File: config.mk
export PLATFORM = sky130hd
export DESIGN_NAME = ddr_rw_arbiter_flat
export DESIGN_NICKNAME = d
export VERILOG_FILES = /design/src/rtl/ddr_rw_arbiter_if.sv /design/src/rtl/ddr_rw_arbiter.sv /design/src/flat_wrapper.sv
export SDC_FILE = /design/constraint.sdc
export NUM_CORES = 1
export LEC_CHECK = 0
export ABC_CLOCK_PERIOD_IN_PS = 2500
export CAP_MARGIN = 10
export CORE_ASPECT_RATIO = 1.4
export CORE_MARGIN = 1.5
export CORE_UTILIZATION = 47
export DETAILED_ROUTE_END_ITERATION = 6
export PLACE_DENSITY_LB_ADDON = 0.05
export SYNTH_ARGS = -nofsm -noshare
export SYNTH_HDL_FRONTEND = slang
export SYNTH_SLANG_ARGS = --single-unit
export TNS_END_PERCENT = 10
File: constraint.sdc
create_clock -name clk -period 2.5 [get_ports clk]
set_input_delay 0.375 -clock clk [delete_from_list [all_inputs] [get_ports clk]]
set_output_delay 0.375 -clock clk [all_outputs]
set_load 0.03 [all_outputs]
File: src/rtl/ddr_rw_arbiter_if.sv
// Command and handshake bundle between ddr_rw_arbiter (master) and the
// burst write/read engines plus the app_* mux (slave).
interface ddr_rw_arbiter_if #(
  parameter int ADDR_W = 29
);
  logic              wr_req;
  logic              rd_req;
  logic              wr_end;
  logic              rd_end;
  logic              wr_cmd_start;
  logic [ADDR_W-1:0] wr_cmd_addr;
  logic [7:0]        wr_cmd_bl;
  logic [2:0]        wr_cmd_intr;
  logic [63:0]       wr_cmd_mask;
  logic              rd_cmd_start;
  logic [ADDR_W-1:0] rd_cmd_addr;
  logic [7:0]        rd_cmd_bl;
  logic [2:0]        rd_cmd_intr;
  logic              app_sel;

  modport master (
    input  wr_req, rd_req, wr_end, rd_end,
    output wr_cmd_start, wr_cmd_addr, wr_cmd_bl, wr_cmd_intr, wr_cmd_mask,
    output rd_cmd_start, rd_cmd_addr, rd_cmd_bl, rd_cmd_intr, app_sel
  );

  modport slave (
    output wr_req, rd_req, wr_end, rd_end,
    input  wr_cmd_start, wr_cmd_addr, wr_cmd_bl, wr_cmd_intr, wr_cmd_mask,
    input  rd_cmd_start, rd_cmd_addr, rd_cmd_bl, rd_cmd_intr, app_sel
  );
endinterface

File: src/rtl/ddr_rw_arbiter.sv
// Round-robin sequencer sharing the DDR4 MIG user interface between the
// capture write engine and the display read engine, one burst at a time.
module ddr_rw_arbiter #(
  parameter int                ADDR_W     = 29,
  parameter logic [7:0]        BURST_BL   = 8'd64,
  parameter logic [ADDR_W-1:0] WR_BASE    = '0,
  parameter logic [ADDR_W-1:0] RD_BASE    = '0,
  parameter logic [ADDR_W-1:0] FRAME_SIZE = 29'h3F4800,
  parameter logic [15:0]       TIMEOUT    = 16'hFFFF
) (
  input  logic              clk,
  input  logic              rst_n,
  input  logic              calib_done,
  input  logic              wr_frame_rst,
  input  logic              rd_frame_rst,
  ddr_rw_arbiter_if.master  bus,
  output logic              busy,
  output logic              wr_frame_done,
  output logic              rd_frame_done,
  output logic              timeout_err
);

  localparam logic [2:0] S_IDLE     = 3'd0;
  localparam logic [2:0] S_ARB      = 3'd1;
  localparam logic [2:0] S_WR_START = 3'd2;
  localparam logic [2:0] S_WR_WAIT  = 3'd3;
  localparam logic [2:0] S_RD_START = 3'd4;
  localparam logic [2:0] S_RD_WAIT  = 3'd5;

  // One beat is 8 address units, so a burst advances the pointer by BL*8.
  localparam logic [ADDR_W-1:0] STEP   = ADDR_W'({BURST_BL, 3'b000});
  localparam logic [ADDR_W-1:0] WR_END = WR_BASE + FRAME_SIZE;
  localparam logic [ADDR_W-1:0] RD_END = RD_BASE + FRAME_SIZE;
  localparam logic [15:0]       TO_LAST = TIMEOUT - 16'd1;

  logic [2:0]        state;
  logic              last_grant;   // 0 = write, 1 = read
  logic [15:0]       tcnt;
  logic [ADDR_W-1:0] wr_ptr;
  logic [ADDR_W-1:0] rd_ptr;
  logic              wr_rst_pend;
  logic              rd_rst_pend;

  logic              pick_wr;
  logic              pick_rd;
  logic              wr_active;
  logic              rd_active;
  logic              wr_done_now;
  logic              rd_done_now;
  logic [ADDR_W-1:0] wr_step;
  logic [ADDR_W-1:0] rd_step;

  assign pick_wr     = bus.wr_req & (~bus.rd_req | last_grant);
  assign pick_rd     = bus.rd_req & (~bus.wr_req | ~last_grant);
  assign wr_active   = (state == S_WR_START) || (state == S_WR_WAIT);
  assign rd_active   = (state == S_RD_START) || (state == S_RD_WAIT);
  assign wr_done_now = (state == S_WR_WAIT) && bus.wr_end;
  assign rd_done_now = (state == S_RD_WAIT) && bus.rd_end;
  assign wr_step     = wr_ptr + STEP;
  assign rd_step     = rd_ptr + STEP;

  assign busy            = wr_active || rd_active;
  assign bus.wr_cmd_bl   = BURST_BL;
  assign bus.wr_cmd_intr = 3'b000;
  assign bus.wr_cmd_mask = 64'd0;
  assign bus.rd_cmd_bl   = BURST_BL;
  assign bus.rd_cmd_intr = 3'b001;

  // NOTE: sequential state uses <= so every flop samples pre-edge values.
  always_ff @(posedge clk or negedge rst_n) begin
    if (!rst_n) begin
      state            <= S_IDLE;
      last_grant       <= 1'b1;
      tcnt             <= '0;
      bus.wr_cmd_start <= 1'b0;
      bus.rd_cmd_start <= 1'b0;
      bus.wr_cmd_addr  <= WR_BASE;
      bus.rd_cmd_addr  <= RD_BASE;
      bus.app_sel      <= 1'b0;
      timeout_err      <= 1'b0;
    end else begin
      bus.wr_cmd_start <= 1'b0;
      bus.rd_cmd_start <= 1'b0;
      case (state)
        S_IDLE: begin
          if (calib_done) state <= S_ARB;
        end
        S_ARB: begin
          // A frame restart seen in this cycle already applies to the captured address.
          if (!calib_done) begin
            state <= S_IDLE;
          end else if (pick_wr) begin
            state            <= S_WR_START;
            bus.wr_cmd_start <= 1'b1;
            bus.wr_cmd_addr  <= (wr_frame_rst || wr_rst_pend) ? WR_BASE : wr_ptr;
            bus.app_sel      <= 1'b0;
            last_grant       <= 1'b0;
          end else if (pick_rd) begin
            state            <= S_RD_START;
            bus.rd_cmd_start <= 1'b1;
            bus.rd_cmd_addr  <= (rd_frame_rst || rd_rst_pend) ? RD_BASE : rd_ptr;
            bus.app_sel      <= 1'b1;
            last_grant       <= 1'b1;
          end
        end
        S_WR_START: begin
          state <= S_WR_WAIT;
          tcnt  <= '0;
        end
        S_RD_START: begin
          state <= S_RD_WAIT;
          tcnt  <= '0;
        end
        S_WR_WAIT: begin
          if (bus.wr_end) begin
            state <= S_ARB;
          end else if (tcnt == TO_LAST) begin
            state       <= S_ARB;
            timeout_err <= 1'b1;
          end else begin
            tcnt <= tcnt + 16'd1;
          end
        end
        S_RD_WAIT: begin
          if (bus.rd_end) begin
            state <= S_ARB;
          end else if (tcnt == TO_LAST) begin
            state       <= S_ARB;
            timeout_err <= 1'b1;
          end else begin
            tcnt <= tcnt + 16'd1;
          end
        end
        default: state <= S_IDLE;
      endcase
    end
  end

  // Write pointer: step on burst end, restart deferred while the side is mid-burst.
  always_ff @(posedge clk or negedge rst_n) begin
    if (!rst_n) begin
      wr_ptr        <= WR_BASE;
      wr_rst_pend   <= 1'b0;
      wr_frame_done <= 1'b0;
    end else begin
      wr_frame_done <= 1'b0;
      if (wr_active) begin
        if (wr_done_now) begin
          if (wr_rst_pend || wr_frame_rst) begin
            wr_ptr      <= WR_BASE;
            wr_rst_pend <= 1'b0;
          end else if (wr_step == WR_END) begin
            wr_ptr        <= WR_BASE;
            wr_frame_done <= 1'b1;
          end else begin
            wr_ptr <= wr_step;
          end
        end else if (wr_frame_rst) begin
          wr_rst_pend <= 1'b1;
        end
      end else if (wr_frame_rst || wr_rst_pend) begin
        wr_ptr      <= WR_BASE;
        wr_rst_pend <= 1'b0;
      end
    end
  end

  always_ff @(posedge clk or negedge rst_n) begin
    if (!rst_n) begin
      rd_ptr        <= RD_BASE;
      rd_rst_pend   <= 1'b0;
      rd_frame_done <= 1'b0;
    end else begin
      rd_frame_done <= 1'b0;
      if (rd_active) begin
        if (rd_done_now) begin
          if (rd_rst_pend || rd_frame_rst) begin
            rd_ptr      <= RD_BASE;
            rd_rst_pend <= 1'b0;
          end else if (rd_step == RD_END) begin
            rd_ptr        <= RD_BASE;
            rd_frame_done <= 1'b1;
          end else begin
            rd_ptr <= rd_step;
          end
        end else if (rd_frame_rst) begin
          rd_rst_pend <= 1'b1;
        end
      end else if (rd_frame_rst || rd_rst_pend) begin
        rd_ptr      <= RD_BASE;
        rd_rst_pend <= 1'b0;
      end
    end
  end

endmodule

File: src/flat_wrapper.sv
// flat-port wrapper written by rule: the top's interface ports become plain ports
module ddr_rw_arbiter_flat 
#(
  parameter int                ADDR_W     = 29,
  parameter logic [7:0]        BURST_BL   = 8'd64,
  parameter logic [ADDR_W-1:0] WR_BASE    = '0,
  parameter logic [ADDR_W-1:0] RD_BASE    = '0,
  parameter logic [ADDR_W-1:0] FRAME_SIZE = 29'h3F4800,
  parameter logic [15:0]       TIMEOUT    = 16'hFFFF
)
  (clk, rst_n, calib_done, wr_frame_rst, rd_frame_rst, busy, wr_frame_done, rd_frame_done, timeout_err, bus_wr_req, bus_rd_req, bus_wr_end, bus_rd_end, bus_wr_cmd_start, bus_wr_cmd_addr, bus_wr_cmd_bl, bus_wr_cmd_intr, bus_wr_cmd_mask, bus_rd_cmd_start, bus_rd_cmd_addr, bus_rd_cmd_bl, bus_rd_cmd_intr, bus_app_sel);
  ddr_rw_arbiter_if #(.ADDR_W(ADDR_W)) bus_i ();
  input  logic clk;
  input  logic rst_n;
  input  logic calib_done;
  input  logic wr_frame_rst;
  input  logic rd_frame_rst;
  output logic busy;
  output logic wr_frame_done;
  output logic rd_frame_done;
  output logic timeout_err;
  input wire logic [$bits(bus_i.wr_req)-1:0] bus_wr_req;
  input wire logic [$bits(bus_i.rd_req)-1:0] bus_rd_req;
  input wire logic [$bits(bus_i.wr_end)-1:0] bus_wr_end;
  input wire logic [$bits(bus_i.rd_end)-1:0] bus_rd_end;
  output wire logic [$bits(bus_i.wr_cmd_start)-1:0] bus_wr_cmd_start;
  output wire logic [$bits(bus_i.wr_cmd_addr)-1:0] bus_wr_cmd_addr;
  output wire logic [$bits(bus_i.wr_cmd_bl)-1:0] bus_wr_cmd_bl;
  output wire logic [$bits(bus_i.wr_cmd_intr)-1:0] bus_wr_cmd_intr;
  output wire logic [$bits(bus_i.wr_cmd_mask)-1:0] bus_wr_cmd_mask;
  output wire logic [$bits(bus_i.rd_cmd_start)-1:0] bus_rd_cmd_start;
  output wire logic [$bits(bus_i.rd_cmd_addr)-1:0] bus_rd_cmd_addr;
  output wire logic [$bits(bus_i.rd_cmd_bl)-1:0] bus_rd_cmd_bl;
  output wire logic [$bits(bus_i.rd_cmd_intr)-1:0] bus_rd_cmd_intr;
  output wire logic [$bits(bus_i.app_sel)-1:0] bus_app_sel;
  assign bus_i.wr_req = bus_wr_req;
  assign bus_i.rd_req = bus_rd_req;
  assign bus_i.wr_end = bus_wr_end;
  assign bus_i.rd_end = bus_rd_end;
  assign bus_wr_cmd_start = bus_i.wr_cmd_start;
  assign bus_wr_cmd_addr = bus_i.wr_cmd_addr;
  assign bus_wr_cmd_bl = bus_i.wr_cmd_bl;
  assign bus_wr_cmd_intr = bus_i.wr_cmd_intr;
  assign bus_wr_cmd_mask = bus_i.wr_cmd_mask;
  assign bus_rd_cmd_start = bus_i.rd_cmd_start;
  assign bus_rd_cmd_addr = bus_i.rd_cmd_addr;
  assign bus_rd_cmd_bl = bus_i.rd_cmd_bl;
  assign bus_rd_cmd_intr = bus_i.rd_cmd_intr;
  assign bus_app_sel = bus_i.app_sel;
  ddr_rw_arbiter #(.ADDR_W(ADDR_W), .BURST_BL(BURST_BL), .WR_BASE(WR_BASE), .RD_BASE(RD_BASE), .FRAME_SIZE(FRAME_SIZE), .TIMEOUT(TIMEOUT)) u_core (.clk(clk), .rst_n(rst_n), .calib_done(calib_done), .wr_frame_rst(wr_frame_rst), .rd_frame_rst(rd_frame_rst), .bus(bus_i), .busy(busy), .wr_frame_done(wr_frame_done), .rd_frame_done(rd_frame_done), .timeout_err(timeout_err));
endmodule
# Word level (Yosys, flattened, before mapping)
# Cells that the tools add are included.
[word_totals]
output_inout_bits = 151
regBits = 144
in_bits = 9
[op_classes]
n_bitwise = 8
n_eq_ne = 16
reduce_logical = 18
n_addsub = 3
mux = 51
[op_table]
columns = ["cell", "count"]
rows = [
  ["two-way mux 29 bit", 10],
  ["adder 29 x 10 -> 29 bit, second input constant", 2],
  ["equality test 29 x 22 -> 1 bit, second input constant", 2],
  ["two-way mux 16 bit", 3],
  ["one-hot mux 16 bit (3 select lines)", 1],
  ["two-way mux 1 bit", 28],
  ["two-way mux 3 bit", 7],
  ["one-hot mux 3 bit (6 select lines)", 1],
  ["adder 16 x 1 -> 16 bit, second input constant", 1],
  ["equality test 16 bit, second input constant", 1],
  ["AND reduction 3 bit", 4],
  ["!= test 2 bit, second input constant", 5],
  ["equality test 3 x 2 -> 1 bit, second input constant", 2],
  ["equality test 3 bit, second input constant", 2],
  ["!= test 3 bit, second input constant", 2],
  ["logical OR 1 bit", 5],
  ["!= test 4 x 2 -> 1 bit, second input constant", 1],
  ["inverter 1 bit", 4],
  ["AND reduction 4 bit", 1],
  ["nonzero test 2 bit", 2],
  ["equality test 3 x 1 -> 1 bit, second input constant", 1],
  ["logical NOT 3 bit", 1],
  ["nonzero test 3 bit", 1],
  ["AND 1 bit", 2],
  ["other kinds (5)", 7],
]

# Logic depth before layout (Yosys ltp)
[depth]
depth_word = 7
mapped_depth = 11

# Least setup slack after synthesis
# No wires, ideal clock.
[synth_path]
path_type = "register to register"
start = "reg u_core.rd_ptr[9]"
end = "reg u_core.rd_ptr[16]"
period_less_slack_ns = 2.592
required_ns = 2.376
setup_slack_ns = -0.092
path_stages_with_launch = 11
t_arrival_ns = 2.468
path_cell_list = "dfrtp_1 > ha_1 > buf_2 > and4_1 > or3_1 > a311oi_1 > nand4_1 > nor4_4 > nor2_2 > and3_1 > a211o_1"
[synth_via]
elab_chain_cells = 6
[synth_lines]
columns = ["element", "line", "rtl"]
rows = [
  ["start, declared", "ddr_rw_arbiter.sv:40", "logic [ADDR_W-1:0] rd_ptr;"],
  ["start signal, assigned", "ddr_rw_arbiter.sv:184", "rd_ptr <= rd_step;"],
  ["adder 29 x 10 -> 29 bit *", "ddr_rw_arbiter.sv:60", "assign rd_step = rd_ptr + STEP;"],
  ["equality test 29 x 22 -> 1 bit", "ddr_rw_arbiter.sv:180", "end else if (rd_step == RD_END) begin"],
  ["two-way mux 29 bit *", "ddr_rw_arbiter.sv:180", ""],
  ["two-way mux 29 bit *", "ddr_rw_arbiter.sv:177", "if (rd_rst_pend || rd_frame_rst) begin"],
  ["two-way mux 29 bit *", "ddr_rw_arbiter.sv:176", "if (rd_done_now) begin"],
  ["two-way mux 29 bit *", "ddr_rw_arbiter.sv:175", "if (rd_active) begin"],
]
# Every way passes the cells marked *; elsewhere a longest branch is shown, timed or not. The select of a mux whose other input is x is not followed.
# A chain may end at the register's enable or synchronous reset.

# Final worst setup path
[layout_path]
start = "reg u_core.wr_ptr[10]"
end = "reg u_core.wr_ptr[9]"
[layout_via]
elab_chain_cells = 6
[layout_lines]
columns = ["element", "line", "rtl"]
rows = [
  ["start, declared", "ddr_rw_arbiter.sv:39", "logic [ADDR_W-1:0] wr_ptr;"],
  ["start signal, assigned", "ddr_rw_arbiter.sv:156", "wr_ptr <= wr_step;"],
  ["adder 29 x 10 -> 29 bit", "ddr_rw_arbiter.sv:59", "assign wr_step = wr_ptr + STEP;"],
  ["equality test 29 x 22 -> 1 bit", "ddr_rw_arbiter.sv:152", "end else if (wr_step == WR_END) begin"],
  ["two-way mux 29 bit", "ddr_rw_arbiter.sv:152", ""],
  ["two-way mux 29 bit", "ddr_rw_arbiter.sv:149", "if (wr_rst_pend || wr_frame_rst) begin"],
  ["two-way mux 29 bit", "ddr_rw_arbiter.sv:148", "if (wr_done_now) begin"],
  ["two-way mux 29 bit", "ddr_rw_arbiter.sv:147", "if (wr_active) begin"],
]
# No other way between the ends. The select of a mux whose other input is x is not followed.

==> results.md <==
- # hold bufs at CTS: 0
- Outcome: complete, but fails checks
- Layout Nets: 1067
- Vias in the first global route: 6621
- Top-count cell post-synth: nand2_1
- Routed vias: 6784
- Comb power frac: 19.6%
- Post-DP HPWL: 15300 um
- Design Area, Final: 9970 um^2
- Largest cells by area after synthesis: dfrtp_1 45%, nand2_1 8.6%, buf_4 8.6%
- Wirelength, routed: 21300 um
- Area Growth Syn to Fin: 25.0%
- Slew Limit Fails: 0
- Initial DRT Pass Iterations: 5
- Leakage: 4.42 nW
- Post-DRT Antenna Nets: 0
- Die area: 17800 um^2
- Routed WL per cell: 16.8 um
- Seq cells post-synth: 144
- Clk buf depth: 2
- Setup ws final: -0.0950 ns
- Avg Synthesized Cell Area: 8.75 um^2
- Worst Path Arrival: 2.90 ns
- Worst-Margin Slew: 0.811 ns
- Pre-CTS WS: -0.155 ns
- Type of the worst setup path: reg -> reg
- Final setup viols: 21
- Fin crit period: 2.60 ns
- VDD IR max: 0.000347 V
- Hold Fails Final Rpt: 0
- Power Internal: 4.26 mW
- Synth warn: 0
- Critical Path Fanout Max: 7
- Synth unique cells: 73
- DRC viols: 0
- Endpoint type of the worst setup path: register
- Layout cells sized above 1: 19.5%
- Synthesized area: 7980 um^2
- Switching share of power: 32.2%
- DRT iter0 DRCs: 431
- EDFF count, synth: 0
- Clk Latency, worst-skew pair: 0.43 ns
- Part of the power in registers: 39.9%
- Max Fclk: 385 MHz
- Die width: 113 um
- I/O Pins: 160
- Clock root buffer: clkbuf_16
- PortBufs: 73
- ANT cells: 0
- Area taken by multi-input logic gates: 3860 um^2
- Violated checks: negative setup slack
- Switch Pwr: 2.03 mW
- Largest net degree at the start of global routing: 145
- Max Cap Viol: 0
- Clock skew: 0.0122 ns
- Sum of negative setup slack: -0.669 ns
- Most frequent cells after synthesis: 183 x nand2_1, 143 x dfrtp_1, 91 x buf_4, 82 x o21ai_0, 55 x nand3_1
- Layout fillers: 1543
- GRT overflow: 0
- Seq/Total Area, Yosys: 45.2%
- Leading area contributor after synthesis: dfrtp_1
- Gpl congestion: 0.887
- Worst Path Required: 2.81 ns
- Worst hold margin: 0.00586 ns
- Core Area: 16700 um^2
- Final Cycle Share: 104%
- Clock H-tree levels: 4
- Global-route usage over all layers: 24.2%
- Startpoint Class: register
- Vias per cell: 5.35
- CTS tree: built
- RSZ-0062 raised after global routing: yes
- Pwr dens: 631 nW/um^2
- Crit Reg-Reg Endpoint: u_core.wr_ptr[9]$_DFFE_PN0P_
- Reg2reg start: u_core.wr_ptr[10]$_DFFE_PN0P_
- Worst slew margin: 46.0%
- Flop-to-flop setup slack: -0.1 ns
- Global-route wire length before repair: 33400 um
- Clock network power share: 40.5%
- Clock Sinks: 144
- Initial Util: 47.8%
- Synth Flop Type: dfrtp_1
- Area fraction of the dominant cell type after synthesis: 44.9%
- # rows: 56
- Hold WC Path Type: in -> async
- Cells after synthesis: 912
- Clock transition at the registers of the reported paths: 0.06 ns
- Async set-reset flop share out of synthesis: 100%
- Initial antenna violation count: 0
- Register Area: 3610 um^2
- Total CTS buffers: 17
- FF-to-FF path depth: 9
- DP Area: 9190 um^2
- Chip height: 157 um
## cells by family (layout without fill, tap and decap cells)
| kind of cell | Yosys count | count (layout) | synth area share, % |
|---|---|---|---|
| xor gates and xnor gates | 15 | 15 | 1.65 |
| AOI/OAI and AO/OA | 155 | 155 | 12.2 |
| DFF | 144 | 144 | 45.2 |
| buffers and inverters | 158 | 228 | 12.2 |
| adders and majority gates | 4 | 4 | 0.627 |
| muxes | 5 | 5 | 0.674 |
| other | 2 | 86 | 0.0942 |
| and+or+nand+nor | 429 | 429 | 27.4 |
## area by class of cell
class                           instances  share of cell area (%)
Timing Repair Buffer                  185                    16.2
Multi-Input combinational cell        694                    38.7
Clock inverter                         13                    1.52
Sequential cell                       144                    36.2
Clock buffer                           18                    4.40
Tap cell                              203                    2.55
Inverter                               12                   0.477
## what timing repair did
action                                  4_1_cts  5_1_grt
resized for setup                            12       22
cloned                                        0        0
pin swaps                                    23        2
endpoints found under the setup margin       32       41
setup buffers                                 5        2
## placed cells by master (no fill, tap or decap), types with 12 or more instances in the layout
| master | instances |
|---|---|
| nor4_1 | 15 |
| nand3_1 | 50 |
| clkbuf_16 | 17 |
| dfrtp_1 | 142 |
| a21oi_1 | 19 |
| o21ai_0 | 81 |
| nor2b_1 | 15 |
| or3_1 | 22 |
| nor2_1 | 41 |
| clkdlybuf4s50_1 | 71 |
| nor3_1 | 12 |
| nand2_1 | 183 |
| buf_4 | 106 |
| conb_1 | 86 |
| nand4_1 | 17 |
## state kept, by name, indices dropped and copies added (netlist names), 3 cells and up
register / flops
u_core.bus.rd_cmd_addr: 29
u_core.bus.wr_cmd_addr: 29
u_core.rd_ptr: 29
u_core.state: 3
u_core.tcnt: 16
u_core.wr_ptr: 29
## worst max-delay path: stages, from the launching register on
cell	delay [ns]
dfrtp_1	0.36
buf_4	0.13
nand4_1	0.22
or4_1	0.61
xor2_2	0.20
o2111ai_1	0.19
nor4_4	0.22
a21oi_2	0.11
buf_4	0.18
mux2_2	0.26
## layer usage
metal	vias to the layer above	GRT usage, %	wire (um)	part of all wire (%)
li1	3260	-	-	-
met1	3314	26.5	8330	39
met2	169	45.0	11500	54
met3	41	4.47	676	3.2
met4	0	11.7	726	3.4
met5	-	0	0	0
## worst max path at each step
stage	startpoint	endpoint	slack, ns	depth (start not counted)
6_report	u_core.wr_ptr[10]$_DFFE_PN0P_	u_core.wr_ptr[9]$_DFFE_PN0P_	-0.1	9
5_1_grt	u_core.rd_ptr[10]$_DFFE_PN0P_	u_core.rd_ptr[18]$_DFFE_PN0P_	-0.16	10
4_1_cts	u_core.rd_ptr[10]$_DFFE_PN0P_	u_core.rd_ptr[16]$_DFFE_PN0P_	-0.09	10
3_5_place_dp	u_core.rd_ptr[11]$_DFFE_PN0P_	u_core.rd_ptr[16]$_DFFE_PN0P_	-0.15	9
3_3_place_gp	u_core.rd_ptr[11]$_DFFE_PN0P_	u_core.rd_ptr[16]$_DFFE_PN0P_	-0.15	9
2_1_floorplan	u_core.rd_ptr[10]$_DFFE_PN0P_	u_core.rd_ptr[18]$_DFFE_PN0P_	-0.006	11
## metrics by stage
stage          cells  total power, mW  util (%)
6_report        1269             6.29      59.8
5_1_grt         1269             6.56      59.8
3_3_place_gp    1232             3.72      55.1
2_1_floorplan    996             3.39         -
4_1_cts         1267             6.33      59.2
3_5_place_dp    1232             3.75      55.1
## power by group through the flow
stage | sequential, mW | combinational (mW) | clock [mW]
after floorplan | 2.57 | 0.821 | 0
after global placement | 2.54 | 1.18 | 0
after detailed placement | 2.54 | 1.21 | 0
after CTS | 2.50 | 1.22 | 2.61
after global routing | 2.52 | 1.34 | 2.69
final | 2.51 | 1.23 | 2.55
Note: power is estimated with default switching activity, not from simulation.
